File: src/rtl/minmax_pkg.sv
// Shared types and width helpers for the min/max frame reducer.
package minmax_pkg;

  typedef enum logic [1:0] {
    IDLE,
    ACCUM,
    HOLD
  } state_t;

  // A one-entry index still needs a bit, so clamp the width at 1.
  function automatic int idx_width(input int frame_len);
    return (frame_len > 1) ? $clog2(frame_len) : 1;
  endfunction

  function automatic int cnt_width(input int frame_len);
    return $clog2(frame_len + 1);
  endfunction

endpackage

File: src/rtl/minmax_frame_reducer_if.sv
// Sample-in / result-out handshake bundle for the min/max frame reducer.
interface minmax_frame_reducer_if #(
  parameter int DATA      = 8,
  parameter int FRAME_LEN = 16
);
  import minmax_pkg::*;

  localparam int IDXW = idx_width(FRAME_LEN);
  localparam int CNTW = cnt_width(FRAME_LEN);

  logic            in_valid;
  logic            in_ready;
  logic [DATA-1:0] in_data;
  logic            in_last;
  logic            out_valid;
  logic            out_ready;
  logic [DATA-1:0] out_min;
  logic [DATA-1:0] out_max;
  logic [IDXW-1:0] out_min_idx;
  logic [IDXW-1:0] out_max_idx;
  logic [CNTW-1:0] out_count;

  modport master (
    output in_valid, in_data, in_last, out_ready,
    input  in_ready, out_valid, out_min, out_max, out_min_idx, out_max_idx, out_count
  );

  modport slave (
    input  in_valid, in_data, in_last, out_ready,
    output in_ready, out_valid, out_min, out_max, out_min_idx, out_max_idx, out_count
  );

endinterface

File: src/rtl/minmax_update.sv
// Combinational running min/max step; strict compares keep the earliest index on ties.
module minmax_update
  import minmax_pkg::*;
#(
  parameter int DATA = 8,
  parameter int IDXW = 4
) (
  input  logic [DATA-1:0] cur_min,
  input  logic [DATA-1:0] cur_max,
  input  logic [IDXW-1:0] cur_min_idx,
  input  logic [IDXW-1:0] cur_max_idx,
  input  logic [DATA-1:0] sample,
  input  logic [IDXW-1:0] sample_idx,
  output logic [DATA-1:0] new_min,
  output logic [DATA-1:0] new_max,
  output logic [IDXW-1:0] new_min_idx,
  output logic [IDXW-1:0] new_max_idx
);

  always_comb begin
    new_min     = cur_min;
    new_max     = cur_max;
    new_min_idx = cur_min_idx;
    new_max_idx = cur_max_idx;
    if (sample < cur_min) begin
      new_min     = sample;
      new_min_idx = sample_idx;
    end
    if (sample > cur_max) begin
      new_max     = sample;
      new_max_idx = sample_idx;
    end
  end

endmodule

File: src/rtl/minmax_frame_reducer.sv
// Streams a frame of unsigned samples in and presents its min, max, their indices and the count.
module minmax_frame_reducer
  import minmax_pkg::*;
#(
  parameter int DATA      = 8,
  parameter int FRAME_LEN = 16,
  localparam int IDXW     = idx_width(FRAME_LEN),
  localparam int CNTW     = cnt_width(FRAME_LEN)
) (
  input logic                  clk,
  input logic                  rst,
  minmax_frame_reducer_if.slave bus
);

  state_t          state_q, state_d;
  logic [CNTW-1:0] count_q, count_d;
  logic [DATA-1:0] run_min_q, run_min_d, run_max_q, run_max_d;
  logic [IDXW-1:0] run_min_idx_q, run_min_idx_d, run_max_idx_q, run_max_idx_d;
  logic [DATA-1:0] res_min_q, res_min_d, res_max_q, res_max_d;
  logic [IDXW-1:0] res_min_idx_q, res_min_idx_d, res_max_idx_q, res_max_idx_d;
  logic [CNTW-1:0] res_count_q, res_count_d;
  logic            in_ready_q, in_ready_d;
  logic            out_valid_q, out_valid_d;

  logic            in_fire, out_fire, first, frame_end;
  logic [DATA-1:0] base_min, base_max, upd_min, upd_max;
  logic [IDXW-1:0] base_min_idx, base_max_idx, sample_idx, upd_min_idx, upd_max_idx;
  logic [CNTW-1:0] next_count;

  // The first sample seeds the comparison with itself, so it always lands at index 0.
  assign in_fire      = bus.in_valid && in_ready_q;
  assign out_fire     = out_valid_q && bus.out_ready;
  assign first        = (state_q == IDLE);
  assign base_min     = first ? bus.in_data : run_min_q;
  assign base_max     = first ? bus.in_data : run_max_q;
  assign base_min_idx = first ? '0 : run_min_idx_q;
  assign base_max_idx = first ? '0 : run_max_idx_q;
  assign sample_idx   = first ? '0 : count_q[IDXW-1:0];
  assign next_count   = first ? CNTW'(1) : count_q + CNTW'(1);
  assign frame_end    = in_fire && (bus.in_last || (next_count == CNTW'(FRAME_LEN)));

  minmax_update #(
    .DATA (DATA),
    .IDXW (IDXW)
  ) u_update (
    .cur_min     (base_min),
    .cur_max     (base_max),
    .cur_min_idx (base_min_idx),
    .cur_max_idx (base_max_idx),
    .sample      (bus.in_data),
    .sample_idx  (sample_idx),
    .new_min     (upd_min),
    .new_max     (upd_max),
    .new_min_idx (upd_min_idx),
    .new_max_idx (upd_max_idx)
  );

  always_comb begin
    state_d       = state_q;
    count_d       = count_q;
    run_min_d     = run_min_q;
    run_max_d     = run_max_q;
    run_min_idx_d = run_min_idx_q;
    run_max_idx_d = run_max_idx_q;
    res_min_d     = res_min_q;
    res_max_d     = res_max_q;
    res_min_idx_d = res_min_idx_q;
    res_max_idx_d = res_max_idx_q;
    res_count_d   = res_count_q;
    in_ready_d    = in_ready_q;
    out_valid_d   = out_valid_q;
    case (state_q)
      IDLE, ACCUM: begin
        in_ready_d = 1'b1;
        if (in_fire) begin
          state_d       = ACCUM;
          count_d       = next_count;
          run_min_d     = upd_min;
          run_max_d     = upd_max;
          run_min_idx_d = upd_min_idx;
          run_max_idx_d = upd_max_idx;
          if (frame_end) begin
            state_d       = HOLD;
            count_d       = '0;
            in_ready_d    = 1'b0;
            out_valid_d   = 1'b1;
            res_min_d     = upd_min;
            res_max_d     = upd_max;
            res_min_idx_d = upd_min_idx;
            res_max_idx_d = upd_max_idx;
            res_count_d   = next_count;
          end
        end
      end
      HOLD: begin
        if (out_fire) begin
          state_d     = IDLE;
          in_ready_d  = 1'b1;
          out_valid_d = 1'b0;
        end
      end
      default: state_d = IDLE;
    endcase
  end

  always_ff @(posedge clk or negedge rst) begin
    if (!rst) begin
      state_q       <= IDLE;
      count_q       <= '0;
      run_min_q     <= '0;
      run_max_q     <= '0;
      run_min_idx_q <= '0;
      run_max_idx_q <= '0;
      res_min_q     <= '0;
      res_max_q     <= '0;
      res_min_idx_q <= '0;
      res_max_idx_q <= '0;
      res_count_q   <= '0;
      in_ready_q    <= 1'b0;
      out_valid_q   <= 1'b0;
    end else begin
      state_q       <= state_d;
      count_q       <= count_d;
      run_min_q     <= run_min_d;
      run_max_q     <= run_max_d;
      run_min_idx_q <= run_min_idx_d;
      run_max_idx_q <= run_max_idx_d;
      res_min_q     <= res_min_d;
      res_max_q     <= res_max_d;
      res_min_idx_q <= res_min_idx_d;
      res_max_idx_q <= res_max_idx_d;
      res_count_q   <= res_count_d;
      in_ready_q    <= in_ready_d;
      out_valid_q   <= out_valid_d;
    end
  end

  assign bus.in_ready    = in_ready_q;
  assign bus.out_valid   = out_valid_q;
  assign bus.out_min     = res_min_q;
  assign bus.out_max     = res_max_q;
  assign bus.out_min_idx = res_min_idx_q;
  assign bus.out_max_idx = res_max_idx_q;
  assign bus.out_count   = res_count_q;

endmodule

File: src/flat_wrapper.sv
// flat-port wrapper written by rule: the top's interface ports become plain ports
module minmax_frame_reducer_flat import minmax_pkg::*;
#(
  parameter int DATA      = 8,
  parameter int FRAME_LEN = 16,
  localparam int IDXW     = idx_width(FRAME_LEN),
  localparam int CNTW     = cnt_width(FRAME_LEN)
)
  (clk, rst, bus_in_valid, bus_in_data, bus_in_last, bus_out_ready, bus_in_ready, bus_out_valid, bus_out_min, bus_out_max, bus_out_min_idx, bus_out_max_idx, bus_out_count);
  minmax_frame_reducer_if #(.DATA(DATA), .FRAME_LEN(FRAME_LEN)) bus_i ();
  input logic clk;
  input logic rst;
  input wire logic [$bits(bus_i.in_valid)-1:0] bus_in_valid;
  input wire logic [$bits(bus_i.in_data)-1:0] bus_in_data;
  input wire logic [$bits(bus_i.in_last)-1:0] bus_in_last;
  input wire logic [$bits(bus_i.out_ready)-1:0] bus_out_ready;
  output wire logic [$bits(bus_i.in_ready)-1:0] bus_in_ready;
  output wire logic [$bits(bus_i.out_valid)-1:0] bus_out_valid;
  output wire logic [$bits(bus_i.out_min)-1:0] bus_out_min;
  output wire logic [$bits(bus_i.out_max)-1:0] bus_out_max;
  output wire logic [$bits(bus_i.out_min_idx)-1:0] bus_out_min_idx;
  output wire logic [$bits(bus_i.out_max_idx)-1:0] bus_out_max_idx;
  output wire logic [$bits(bus_i.out_count)-1:0] bus_out_count;
  assign bus_i.in_valid = bus_in_valid;
  assign bus_i.in_data = bus_in_data;
  assign bus_i.in_last = bus_in_last;
  assign bus_i.out_ready = bus_out_ready;
  assign bus_in_ready = bus_i.in_ready;
  assign bus_out_valid = bus_i.out_valid;
  assign bus_out_min = bus_i.out_min;
  assign bus_out_max = bus_i.out_max;
  assign bus_out_min_idx = bus_i.out_min_idx;
  assign bus_out_max_idx = bus_i.out_max_idx;
  assign bus_out_count = bus_i.out_count;
  minmax_frame_reducer #(.DATA(DATA), .FRAME_LEN(FRAME_LEN)) u_core (.clk(clk), .rst(rst), .bus(bus_i));
endmodule
File: config.mk
export PLATFORM = sky130hd
export DESIGN_NAME = minmax_frame_reducer_flat
export DESIGN_NICKNAME = d
export VERILOG_FILES = /design/src/rtl/minmax_pkg.sv /design/src/rtl/minmax_frame_reducer_if.sv /design/src/rtl/minmax_update.sv /design/src/rtl/minmax_frame_reducer.sv /design/src/flat_wrapper.sv
export SDC_FILE = /design/constraint.sdc
export NUM_CORES = 1
export LEC_CHECK = 0
export ABC_AREA = 1
export CAP_MARGIN = 20
export CORE_UTILIZATION = 50
export CTS_CLUSTER_DIAMETER = 80
export CTS_CLUSTER_SIZE = 20
export DETAILED_ROUTE_END_ITERATION = 7
export GPL_TIMING_DRIVEN = 0
export PLACE_DENSITY = 0.78
export SLEW_MARGIN = 10
export SYNTH_ARGS = -nofsm -noshare
export SYNTH_HDL_FRONTEND = slang
export SYNTH_SLANG_ARGS = --single-unit
File: constraint.sdc
create_clock -name clk -period 2.6 [get_ports clk]
set_clock_uncertainty 0.15 [all_clocks]
set_input_delay 0.65 -clock clk [delete_from_list [all_inputs] [get_ports clk]]
set_output_delay 0.65 -clock clk [all_outputs]
set_load 0.02 [all_outputs]
# Word level (Yosys, flattened, before mapping)
# Cells that the tools add are included.
# word_totals
inputBits	13
reg_bits	62
output_inout_bits	31
wordCells	57
# op_classes
muxes	23
magnitude_cmp	2
addsub	1
eq_ne	6
reduce_logical	12
# op_table
op	count
$mux 8	4
$mux 4	5
$mux 5	2
$gt 8x8->1	1
$lt 8x8->1	1
$mux 1	6
$mux 2	3
$ne 2x1->1 const B	3
$reduce_and 2->1	3
$add 5x1->5 const B	1
$eq 5x5->1 const B	1
$pmux 1 s2	2
$pmux 2 s2	1
$reduce_and 4->1	1
$logic_and 1x1->1	3
$reduce_and 3->1	1
$eq 2x1->1 const B	1
$eq 2x2->1 const B	1
$logic_not 2->1	1
$reduce_bool 2->1	1
$reduce_or 2->1	1
$logic_or 1x1->1	1

# Logic depth before layout (Yosys ltp)
# Gate-level depths: netlist (run 1).
# logic_depth
depth_word	8
mapped_depth	18
depth_no_buf	16

# By module
# A second synthesis (run 1) with hierarchy kept.
# unflattened
hier_cells	503
hier_area_um2	3594.7
# modules_own_cells
mod	seq_area_each_um2	cells_per_inst	n_inst	area_each_um2
minmax_frame_reducer	1551.5	356	1	2819.0
minmax_update	0.0	147	1	775.7

# Worst setup path before layout (run 1)
# No wires, ideal clock.
# synth_timing
path_kind	register to register
from	register u_core.state_q[1]
to	register u_core.run_min_idx_q[0]
n_path_buf	3
setup_time_ns	0.118
path_slack_ns	0.109
synth_period_minus_slack_ns	2.491
required_time_ns	2.332
t_arrival_ns	2.223
stages_incl_launch_ff	14
cell_sequence	dfrtp_1 inv_2 nand2_2 buf_4 buf_2 a21oi_1 ha_1 a21oi_1 nor2_1 a211oi_1 buf_2 nand3_1 nand3_1 nand2_1
# synth_between
elab_chain_cells	4
word_cells_on_any_way	9
cone_classes	order compare: 1; eq/ne: 1; mux: 4; reduce/logical: 3
# synth_lines
item	line_no	source
start: declaration	minmax_frame_reducer.sv:15	state_t state_q, state_d;
start signal: assignment	minmax_frame_reducer.sv:122	state_q <= state_d;
$logic_not 2->1	minmax_frame_reducer.sv:33, minmax_frame_reducer.sv:72	
$mux 8	minmax_frame_reducer.sv:34	assign base_min = first ? bus.in_data : run_min_q;
$lt 8x8->1	minmax_update.sv:25	if (sample < cur_min) begin
$mux 4	minmax_update.sv:25	
end signal: assignment	minmax_frame_reducer.sv:126	run_min_idx_q <= run_min_idx_d;
end: declaration	minmax_frame_reducer.sv:18	logic [IDXW-1:0] run_min_idx_q, run_min_idx_d, run_max_idx_q, run_max_idx_d;
# Parallel ways exist; a longest one is shown, timed or not.
# A chain may end at the register's enable or synchronous reset.

# Worst setup path after layout (run 1)
# layout_timing
from	register u_core.state_q[1]
to	register u_core.res_min_q[4], in the netlist u_core.bus.out_min[4]
# layout_between
elab_chain_cells	6
word_cells_on_any_way	11
cone_classes	order compare: 1; eq/ne: 2; mux: 3; reduce/logical: 5
# layout_lines
item	line_no	source
parallel branches: the longest is 6 deep, another holds $lt 8x8->1	-	
end signal: assignment	minmax_frame_reducer.sv:128	res_min_q <= res_min_d;
end: declaration	minmax_frame_reducer.sv:19	logic [DATA-1:0] res_min_q, res_min_d, res_max_q, res_max_d;
# Several ways; the timed one is not identified.

==> summary.txt, run 1 <==
asr flop ratio synth = 1.000
Placed Instance Area = 0.003845 mm2
layout cells sized above 1 = 0.1357
post-route worst setup slack = 0.07546 ns
reg-to-reg endpoint = u_core.bus.out_min[4]$_DFFE_PN0P_
PwrDens = 1313 mW/mm2
DRC violations left = 0
drt via density = 5.491
post-synthesis sequential area ratio = 0.4672
antenna-violating nets left = 0
most frequent cell after synthesis = nand2_1
status = complete, no violations
Area contributors post-synth = dfrtp_1 47%, nand2_1 22%, nand3_1 6.5%
Syn Inst Count = 447
largest net degree at the start of global routing = 63
Slew Limit Headroom = 0.4855
CTS max path bufs = 2
Tcrit/Tclk final = 0.9710
syn_area_per_cell = 7.429 um2
clock sink count = 62
number of synthesized flops with an enable pin = 0
Max Cap Violations = 0
reg2reg setup slack = 0.08 ns
global route total overflow = 0
Synthesis Warnings = 0
Slowest cell on crit path = dfrtp_1
Worst Path Arrival = 2.61 ns
H-Tree Level Count = 3
WL final = 9.022 mm
clk slew on worst S/H paths = 0.07 ns
Tot GR Track Use = 0.2684
first-pass GRT wire length = 14.60 mm
WL/cell = 15.21 um
Worst Path Required = 2.69 ns
Reg2Reg Depth = 13
Synth cell types = 25
CTS tree = done
die area = 0.006971 mm2
Die X = 83.50 um
Worst setup SP type = register
final setup violation count = 0
worst path cell trace = inv_2 > nand2_8 > buf_6 > a21oi_2 > ha_1 > a21oi_1 > nor2_1 > a211oi_2 > buf_4 > buf_4 > nand3_1 > nand3_1 > nand2_1
Vias = 3256
Yosys top cell area share = 0.4672
Crit Reg-Reg Startpoint = u_core.state_q[1]$_DFFE_PN0P_
detailed-placement wirelength estimate = 5.670 mm
CP max FO = 10
leakage power figure = 2.260 nW
CORE AREA = 0.006386 mm2
GPL Wtd Cong = 0.9712
syn nets = 476
pre-CTS setup slack = -0.7510 ns
number of core rows = 29
critical path class = register to register
Worst Tran Pin Value = 0.7718 ns
max incr delay on CP = 0.39 ns
minimum clock period = 2.525 ns
fin. max-slew vios = 0
Hold Path Class = primary input to asynchronous set/reset pin
number of global-route vias before repair = 3084
Commonest cells post-synth = 193 x nand2_1, 62 x dfrtp_1, 43 x nand3_1
port bufs = 43
Design Area, Final = 0.004269 mm2
Fillers = 521
VDD IR max = 0.7032 mV
worst-skew pair later-pin latency = 0.35 ns
ys flop type = dfrtp_1
antenna diode count = 0
CTS Root Cell = clkbuf_8
Nets = 540
die height = 83.50 um
starting density of the core = 0.5200
CP endpoint kind = register
Final Hold Fails = 0
Synth Register Bits = 62
IO Pins = 44
setup tns final = 0 ns
antenna violations before repair = 0
total CTS buffers = 9
DR iter-0 viols = 280
Area Growth Syn to Fin = 28.56%
Yosys top cell by area = dfrtp_1
fmax = 396.1 MHz
TritonRoute pass-1 iters = 5
Syn Std Cell Area = 0.003321 mm2
==> flip-flops by register name, summed over array words and instances (netlist names) <==
name,count
u_core.bus.out_max,8
u_core.bus.out_min,8
u_core.run_max_q,8
u_core.run_min_q,8
u_core.bus.out_count,5
u_core.count_q,5
u_core.bus.out_max_idx,4
u_core.bus.out_min_idx,4
u_core.run_max_idx_q,4
u_core.run_min_idx_q,4
u_core.state_q,2
u_core.bus.in_ready,1
u_core.bus.out_valid,1
==> kinds of logic (layout without fill, tap and decap cells) <==
| logic type | Yosys count | after routing | share of synthesized area |
|---|---|---|---|
| AO/OA/AOI/OAI | 46 | 46 | 0.07273 |
| adder cells (fa/ha/maj) | 16 | 16 | 0.06029 |
| buffers and inverters | 57 | 126 | 0.07611 |
| flip-flops | 62 | 62 | 0.4672 |
| AND/OR/NAND/NOR | 266 | 266 | 0.3237 |
==> how the worst max path moves through the flow <==
stage | depth (start not counted) | slack [ns] | endpoint | start
after floorplan | 13 | 0.11 | u_core.run_min_idx_q[0]$_DFFE_PN0P_ | u_core.state_q[1]$_DFFE_PN0P_
after global placement | 1 | -1.28 | u_core.bus.out_max[7]$_DFFE_PN0P_ | rst
after detailed placement | 12 | -0.75 | u_core.bus.out_min_idx[3]$_DFFE_PN0P_ | bus_in_data[5]
after CTS | 14 | 0.009 | u_core.bus.out_min_idx[3]$_DFFE_PN0P_ | bus_in_data[4]
after global routing | 14 | -0.02 | u_core.run_min_q[0]$_DFFE_PN0P_ | u_core.state_q[1]$_DFFE_PN0P_
final | 13 | 0.08 | u_core.bus.out_min[4]$_DFFE_PN0P_ | u_core.state_q[1]$_DFFE_PN0P_
==> through the flow <==
step                  util  power (W)  hold slack (ns)  std cells
detailed placement  0.6021   0.004114           0.3136        567
global route        0.6685   0.005968           0.2976        593
global placement    0.6025   0.004023           0.3113        567
CTS                 0.6497   0.005290           0.2619        586
finish              0.6685   0.005606           0.2264        593
floorplan                -   0.003233           0.2044        447
==> routing by layer <==
metal / track usage / vias up / routed length, um
met2: 0.4024 / 184 / 4048
met5: 0 / - / 0
met4: 0.1217 / 0 / 295
li1: - / 1544 / -
met1: 0.3660 / 1496 / 3812
met3: 0.07122 / 32 / 865
==> cells in the final DEF, fill, tap and decap left out, drive strengths merged, types with 3 or more instances in the layout <==
master         netlist  routed
nand2              196     196
dfrtp               62      62
nand3               43      43
inv                 37      37
clkdlybuf4s50        0      35
nor2                24      24
buf                 13      24
o21ai               23      23
a21oi               18      18
clkbuf               5      17
ha                  16      16
dlygate4sd2          0       5
clkinv               2       4
nand4                3       3
==> what timing repair did <==
action	in CTS	in global routing
pin swaps	4	6
setup buffers	3	6
setup endpoints to repair	48	48
gates cloned	1	1
hold buffers	0	0
resized for setup	38	27
==> layout make-up <==
cell class | count | area (um2) | share of cell area
tap | 77 | 96.34 | 0.02257
clock inverter | 4 | 70.07 | 0.01641
sequential | 62 | 1551 | 0.3634
timing repair buffer | 54 | 510.5 | 0.1196
multi-input combinational | 328 | 1613 | 0.3778
inverter | 39 | 151.4 | 0.03546
clock buffer | 12 | 145.1 | 0.03400
buffer | 17 | 131.4 | 0.03077
==> where the power goes <==
part	internal, W	leakage (nW)	switching (W)	total [W]
clock network	0.000563	0.110	0.000379	0.000942
logic	0.00123	1.35	0.00188	0.00311
registers	0.00133	0.795	0.000225	0.00155
total	0.00312	2.26	0.00248	0.00561
==> worst max-delay path: cells and delay by family (launching register included) <==
kind / cells / cell delay, ns
buf+inv: 4 / 0.61
compound gates: 3 / 0.51
fa+ha+maj: 1 / 0.26
simple gates: 5 / 0.49
flops: 1 / 0.39
Power figures use the tool's default switching activity.
==> inputs of run 2 (changes only) <==
--- a/config.mk
+++ b/config.mk
@@ -7,12 +7,14 @@
 export LEC_CHECK = 0
 export ABC_AREA = 1
 export CAP_MARGIN = 20
-export CORE_UTILIZATION = 50
+export CORE_UTILIZATION = 52
+export CTS_BUF_LIST = sky130_fd_sc_hd__clkbuf_8
 export CTS_CLUSTER_DIAMETER = 80
 export CTS_CLUSTER_SIZE = 20
 export DETAILED_ROUTE_END_ITERATION = 7
 export GPL_TIMING_DRIVEN = 0
-export PLACE_DENSITY = 0.78
+export PLACE_DENSITY = 0.81
+export SETUP_SLACK_MARGIN = 0.4
 export SLEW_MARGIN = 10
 export SYNTH_ARGS = -nofsm -noshare
 export SYNTH_HDL_FRONTEND = slang
==> run 2 against run 1 <==
  * The run now ends with negative setup slack left
  * Clock power down 8.9%
  * Maximum frequency down 6.6%
  * Worst hold slack worse by 0.0022 ns
  * First-iteration DRC count is 120% higher
  * Sequential power rose by 5%
  * Clock-buffer cell count down 2
  * Critical path type unchanged
  * Largest power group unchanged
==> summary.txt, run 2 (synthesis gave the netlist of run 1 again) <==
largest net degree at the start of global routing = 63 (unchanged)
VDD IR max = 0.8730 mV (+24%)
first-pass GRT wire length = 17.31 mm (+19%)
Combinational Power Share = 0.660 (+0.105)
antenna violations before repair = 0 (unchanged)
critical path class = register to register
Worst setup SP type = register
WL/cell = 21.96 um (+44%)
Placed Instance Area = 0.003896 mm2 (+1.3%)
worst-skew pair later-pin latency = 0.36 ns (about the same)
switching power total = 0.003523 W (+42%)
final setup violation count = 36 (+36)
clock sink count = 62 (unchanged)
CP max FO = 5 (-5)
Nets = 554 (+2.6%)
status = finished, violations left
Tot GR Track Use = 0.3586 (+0.09014)
Tcrit/Tclk final = 1.040 (+0.06916)
Worst Path Required = 2.69 ns (about the same)
Max Cap Violations = 0 (unchanged)
number of global-route vias before repair = 3470 (+13%)
fin. max-slew vios = 0 (unchanged)
CTS Root Cell = clkbuf_8
Fillers = 311 (-40%)
minimum clock period = 2.704 ns (+0.1798 ns)
Worst Path Arrival = 2.80 ns (+0.19 ns)
leakage power figure = 2.499 nW (+11%)
H-Tree Level Count = 3 (unchanged)
total CTS buffers = 9 (unchanged)
CP endpoint kind = register
antenna diode count = 0 (unchanged)
layout cells sized above 1 = 0.3100 (+0.1744)
failing checks = negative setup slack
CTS tree = done
IO Pins = 44 (unchanged)
WL final = 13.26 mm (+47%)
Net Sw Frac = 0.4834 (+0.04018)
starting density of the core = 0.5511 (+0.03110)
Hold-fix buffers, CTS = 0 (unchanged)
Final Hold Fails = 0 (unchanged)
CTS max path bufs = 2 (unchanged)
Hold Path Class = primary input to asynchronous set/reset pin
port bufs = 43 (unchanged)
CORE AREA = 0.006026 mm2 (-5.6%)
GPL Wtd Cong = 0.8841 (-9.0%)
post-route worst setup slack = -0.1044 ns (-0.1798 ns)
setup tns final = -1.326 ns (-1.326 ns)
RSZ-0062 raised after global routing = true
die height = 81.91 um (-1.9%)
die area = 0.006709 mm2 (-3.8%)
Pint = 0.003764 W (+21%)
area of the multi-input gates = 0.002132 mm2 (+32%)
antenna-violating nets left = 0 (unchanged)
clk slew on worst S/H paths = 0.07 ns (about the same)
Worst Tran Pin Value = 0.7923 ns (+0.02052 ns)
fmax = 369.8 MHz (-6.6%)
Register Area = 0.001551 mm2 (unchanged)
Die X = 81.91 um (-1.9%)
TritonRoute pass-1 iters = 5 (unchanged)
Slew Limit Headroom = 0.4718 (-0.01368)
register share of total power = 0.222 (-0.055)
Design Area, Final = 0.004994 mm2 (+17%)
Vias = 3802 (+17%)
DR iter-0 viols = 611 (+120%)
Clock Power Share = 0.118 (-0.050)
DRC violations left = 0 (unchanged)
drt via density = 6.295 (+15%)
most common cell after layout, fill and taps aside = nand2_1
PwrDens = 1459 mW/mm2 (+11%)
commonest non-fill, non-tap cells in the layout = 160 x nand2_1, 62 x dfrtp_1, 35 x clkdlybuf4s50_1
detailed-placement wirelength estimate = 5.877 mm (+3.6%)
number of core rows = 28 (-3.4%)
Area Growth Syn to Fin = 50.38%
global route total overflow = 0 (unchanged)
## run 2: cell types whose count changed in the layout (fill, tap and decap cells not counted), moves of 6 or more
cell,delta
nand2_2,+15
nand3_2,+15
nand2_1,-31
nand3_1,-15
ha_4,+7
o21ai_4,+7
a21oi_4,+8
buf_8,+6
nand2_4,+17
ha_1,-8
a21oi_1,-12
## run 2: cell type report
type | instances | area share
well taps | 75 | 0.01879
inverters | 39 | 0.03132
plain buffers | 18 | 0.04084
repair buffers | 67 | 0.1336
flip-flops and latches | 62 | 0.3107
clock inverters | 5 | 0.01027
clock buffers | 10 | 0.02756
multi-input cells | 328 | 0.4270
## run 2: routing by layer
metal,global-route usage,routed length (um)
met5,0,0
met4,0.2404,827
met3,0.1178,1677
met2,0.5479,6163
met1,0.4281,4593
## run 2: worst paths after layout
path | startpoint | to | slack [ns] | depth (start not counted)
max reg2reg | u_core.state_q[0]$_DFFE_PN0P_ | u_core.run_min_idx_q[3]$_DFFE_PN0P_ | -0.10 | 16
max in group asynchronous | rst | u_core.run_min_q[6]$_DFFE_PN0P_ | 1.56 | 1
min reg2reg | u_core.bus.out_max[5]$_DFFE_PN0P_ | u_core.bus.out_max[5]$_DFFE_PN0P_ | 0.33 | 2
min | rst | u_core.bus.out_valid$_DFFE_PN0P_ | 0.22 | 1
min in group clk | u_core.bus.out_max[5]$_DFFE_PN0P_ | u_core.bus.out_max[5]$_DFFE_PN0P_ | 0.33 | 2
max | u_core.state_q[0]$_DFFE_PN0P_ | u_core.run_min_idx_q[3]$_DFFE_PN0P_ | -0.10 | 16
## run 2: worst max-delay path: stages, from the launching register on
cell	delay, ns
dfrtp_1	0.40
inv_2	0.09
nand2_4	0.10
buf_16	0.16
nor2_1	0.14
inv_1	0.10
o21ai_1	0.18
ha_1	0.29
nand2_1	0.09
nand2_1	0.07
nand2_1	0.09
nand2_1	0.09
nand2_4	0.13
clkbuf_16	0.17
nand3_1	0.12
nand3_1	0.14
nand2_1	0.08
## run 2: what timing repair did
item / in CTS / in global routing
gates cloned: 5 / 2
setup endpoints to repair: 48 / 53
pin swaps: 30 / 28
setup buffers: 12 / 5
resized for setup: 104 / 82
## run 2: power by group through the flow
stage          logic, W  registers, W  clock network, W
6_report        0.00481       0.00162          0.000858
5_1_grt         0.00500       0.00164          0.000890
4_1_cts         0.00360       0.00158          0.000848
3_5_place_dp    0.00269       0.00156                 0
3_3_place_gp    0.00260       0.00154                 0
2_1_floorplan   0.00160       0.00174                 0
## run 2: per-stage QoR
step | power [W] | worst slack, ns | std cells | hold WS, ns | util
final | 0.007287 | -0.1044 | 604 | 0.2242 | 0.8287
after detailed placement | 0.004250 | -0.5536 | 565 | 0.3146 | 0.6466
after global placement | 0.004144 | -1.271 | 565 | 0.3114 | 0.6470
after floorplan | 0.003345 | 0.3018 | 447 | 0.2044 | -
after global routing | 0.007534 | -0.2017 | 604 | 0.2848 | 0.8287
after CTS | 0.006024 | 0.2075 | 597 | 0.2494 | 0.7620
==> inputs of run 3 (changes only) <==
--- a/config.mk
+++ b/config.mk
@@ -5,17 +5,16 @@
 export SDC_FILE = /design/constraint.sdc
 export NUM_CORES = 1
 export LEC_CHECK = 0
-export ABC_AREA = 1
+export ABC_AREA = 0
 export CAP_MARGIN = 20
-export CORE_UTILIZATION = 52
+export CORE_UTILIZATION = 51
 export CTS_BUF_LIST = sky130_fd_sc_hd__clkbuf_8
 export CTS_CLUSTER_DIAMETER = 80
 export CTS_CLUSTER_SIZE = 20
 export DETAILED_ROUTE_END_ITERATION = 7
-export GPL_TIMING_DRIVEN = 0
-export PLACE_DENSITY = 0.81
+export GPL_TIMING_DRIVEN = 1
+export PLACE_DENSITY = 0.8
 export SETUP_SLACK_MARGIN = 0.4
-export SLEW_MARGIN = 10
 export SYNTH_ARGS = -nofsm -noshare
 export SYNTH_HDL_FRONTEND = slang
 export SYNTH_SLANG_ARGS = --single-unit
==> run 3 against run 2 <==
  * The flow still finishes with violations (negative setup slack)
  * Sequential cell count stayed put
  * Sequential power down 40%
  * Utilization is 0.20 points lower
  * Highest routed layer unchanged
==> summary.txt, run 3 <==
critical path class = register to register
Final Hold Fails = 0 (unchanged)
VDD IR max = 0.4991 mV (-43%)
status = finished, violations left
number of core rows = 28 (unchanged)
ys flop type = dfrtp_1
Yosys top cell area share = 0.4840 (+0.01678)
Worst Path Arrival = 3.06 ns (+0.26 ns)
antenna violations before repair = 0 (unchanged)
CP max FO = 6 (+1)
most frequent cell after synthesis = dfrtp_1
asr flop ratio synth = 1.000 (unchanged)
Synthesis Warnings = 0 (unchanged)
Area contributors post-synth = dfrtp_1 48%, mux2_2 11%, mux2i_1 7.5%
RSZ-0062 raised after global routing = true
CORE AREA = 0.005991 mm2 (-0.58%)
WL final = 9.911 mm (-25%)
mux share of post-synthesis cell area = 0.1874 (+0.1874)
Commonest cells post-synth = 62 x dfrtp_1, 32 x mux2_2, 24 x mux2i_1, 24 x nand2_1, 20 x o21ai_0
Worst Path Required = 2.68 ns (about the same)
CTS max path bufs = 2 (unchanged)
Compound-Gate Fraction of Synth Area = 0.1460 (+0.07326)
drt via density = 5.837 (-7.3%)
most common cell after layout, fill and taps aside = dfrtp_1
worst-skew pair later-pin latency = 0.36 ns (about the same)
antenna-violating nets left = 0 (unchanged)
fmax = 335.7 MHz (-9.2%)
Tot GR Track Use = 0.2729 (-0.08564)
Synth Area in XOR/XNOR = 0.002732 (+0.002732)
Nets = 428 (-23%)
CTS Root Cell = clkbuf_8
H-Tree Level Count = 3 (unchanged)
Slew Limit Headroom = 0.7372 (+0.2654)
die height = 81.28 um (-0.77%)
fin cells = 479 (-21%)
total power = 0.002172 W (-70%)
post-route worst setup slack = -0.3792 ns (-0.2748 ns)
die area = 0.006606 mm2 (-1.5%)
Synth Area in Simple Gates = 0.07572 (-0.2479)
Yosys top cell by area = dfrtp_1
Tcrit/Tclk final = 1.146 (+0.1057)
clk slew on worst S/H paths = 0.07 ns (about the same)
largest family of logic cells by synthesized area = multiplexers
number of global-route vias before repair = 2741 (-21%)
Fillers = 320 (+2.9%)
PwrDens = 438.6 mW/mm2 (-70%)
syn nets = 313 (-34%)
Worst Tran Pin Value = 0.3928 ns (-0.3995 ns)
starting density of the core = 0.5351 (-0.01599)
syn_area_per_cell = 11.29 um2 (+52%)
failing checks = negative setup slack
placed cells = 437 (-23%)
total CTS buffers = 9 (unchanged)
TritonRoute pass-1 iters = 4 (-1)
WL/cell = 20.69 um (-5.8%)
Vias = 2796 (-26%)
commonest non-fill, non-tap cells in the layout = 60 x dfrtp_1, 53 x buf_4, 38 x clkdlybuf4s50_1
pre-CTS setup slack = -0.6915 ns (-0.1379 ns)
leakage power figure = 2.360 nW (-5.6%)
clock sink count = 62 (unchanged)
Synth Register Bits = 62 (unchanged)
Syn Inst Count = 284 (-36%)
Synth Area in Adders = 0.06245 (+0.002165)
final core occ = 0.8267 (-0.002046)
Area Growth Syn to Fin = 54.49%
DRC violations left = 0 (unchanged)
final setup violation count = 48 (+33%)
reg2reg setup slack = -0.38 ns (-0.27 ns)
Die X = 81.28 um (-0.77%)
port bufs = 43 (unchanged)
global route total overflow = 0 (unchanged)
CTS tree = done
Max Cap Violations = 0 (unchanged)
largest net degree at the start of global routing = 63 (unchanged)
Worst setup SP type = register
Hold Path Class = primary input to asynchronous set/reset pin
post-synthesis sequential area ratio = 0.4840 (+0.01678)
number of synthesized flops with an enable pin = 0 (unchanged)
Synth cell types = 38 (+52%)
IO Pins = 44 (unchanged)
DR iter-0 viols = 203 (-67%)
first-pass GRT wire length = 13.14 mm (-24%)
detailed-placement wirelength estimate = 5.061 mm (-14%)
Hold-fix buffers, CTS = 0 (unchanged)
setup tns final = -15.04 ns (-13.71 ns)
GPL Wtd Cong = 0.8419 (-4.8%)
antenna diode count = 0 (unchanged)
minimum clock period = 2.979 ns (+0.2748 ns)
CP endpoint kind = register
layout cells sized above 1 = 0.4455 (+0.1355)
Syn Std Cell Area = 0.003206 mm2 (-3.5%)
fin. max-slew vios = 0 (unchanged)
[run 3: changes by cell type in the layout (fill, tap and decap cells not counted), sizes merged, moves of 6 or more]
cell | previous run | this run
clkbuf | 19 | 12
nor2 | 24 | 8
nand2 | 196 | 24
nand3 | 43 | 5
buf | 36 | 77
a22o | 0 | 7
inv | 38 | 11
a21o | 0 | 6
mux2i | 0 | 24
mux2 | 0 | 32
[run 3: path summary, 6_finish.rpt]
path                                                       start                               endpoint  depth (start not counted)
max in group asynchronous                                    rst      u_core.bus.out_min[3]$_DFFE_PN0P_                          2
setup / recovery                   u_core.state_q[1]$_DFFE_PN0P_        u_core.run_max_q[2]$_DFFE_PN0P_                         12
hold reg to reg            u_core.bus.out_max_idx[1]$_DFFE_PN0P_  u_core.bus.out_max_idx[1]$_DFFE_PN0P_                          2
hold / removal                                               rst    u_core.bus.out_count[0]$_DFFE_PN0P_                          2
min in group clk           u_core.bus.out_max_idx[1]$_DFFE_PN0P_  u_core.bus.out_max_idx[1]$_DFFE_PN0P_                          2
setup reg to reg                   u_core.state_q[1]$_DFFE_PN0P_        u_core.run_max_q[2]$_DFFE_PN0P_                         12
[run 3: cell type report]
cell class	count	area (um2)	area share
multi-input cells	195	1877	0.3790
flip-flops and latches	62	1554	0.3138
repair buffers	120	1154	0.2329
clock buffers	11	151.4	0.03057
well taps	75	93.84	0.01895
clock inverters	5	81.33	0.01642
inverters	11	41.29	0.008338
[run 3: power by group]
| group | switching (W) | internal [W] | leakage, nW |
|---|---|---|---|
| Combinational | 0.000108 | 0.0000992 | 1.39 |
| Clock | 0.000409 | 0.000592 | 0.116 |
| Sequential | 0 | 0.000964 | 0.853 |
| Total | 0.000517 | 0.00165 | 2.36 |
[run 3: metal layers]
metal	vias up	GRT usage	wire, um
li1	1261	-	-
met2	100	0.4658	5093
met5	-	0	0
met4	0	0.1518	395
met1	1406	0.3254	4028
met3	29	0.04382	393
[run 3: cells by family (layout without fill, tap and decap cells)]
kind of cell    Yosys count  count (layout)
compound gates           69              69
fa+ha+maj                16              16
flops                    62              62
mux                      56              56
xor+xnor                  1               1
simple gates             53              53
buf+inv                  27             147
[run 3: stage by stage]
stage,cell area (um2),hold slack [ns]
after floorplan,3276,0.2044
after global placement,4079,0.3104
after detailed placement,4079,0.3193
after CTS,4619,0.1670
after global routing,4952,0.1725
final,4952,0.1342
[run 3: what timing repair did]
item                       CTS  global route
pin swaps                   23            28
setup buffers                9            14
gates resized for setup     57            49
gates cloned                 2             1
setup endpoints to repair   53            56
[run 3: worst max-delay path: stages (launching register included)]
cell and delay [ns]:
dfrtp_1 0.39, or2_4 0.30, buf_12 0.16, nor2_4 0.14, a21oi_2 0.06, ha_1 0.30, a21o_1 0.17, a211oi_2 0.27
o221ai_2 0.15, o21ai_4 0.10, a21o_1 0.20, buf_6 0.16, mux2_4 0.30
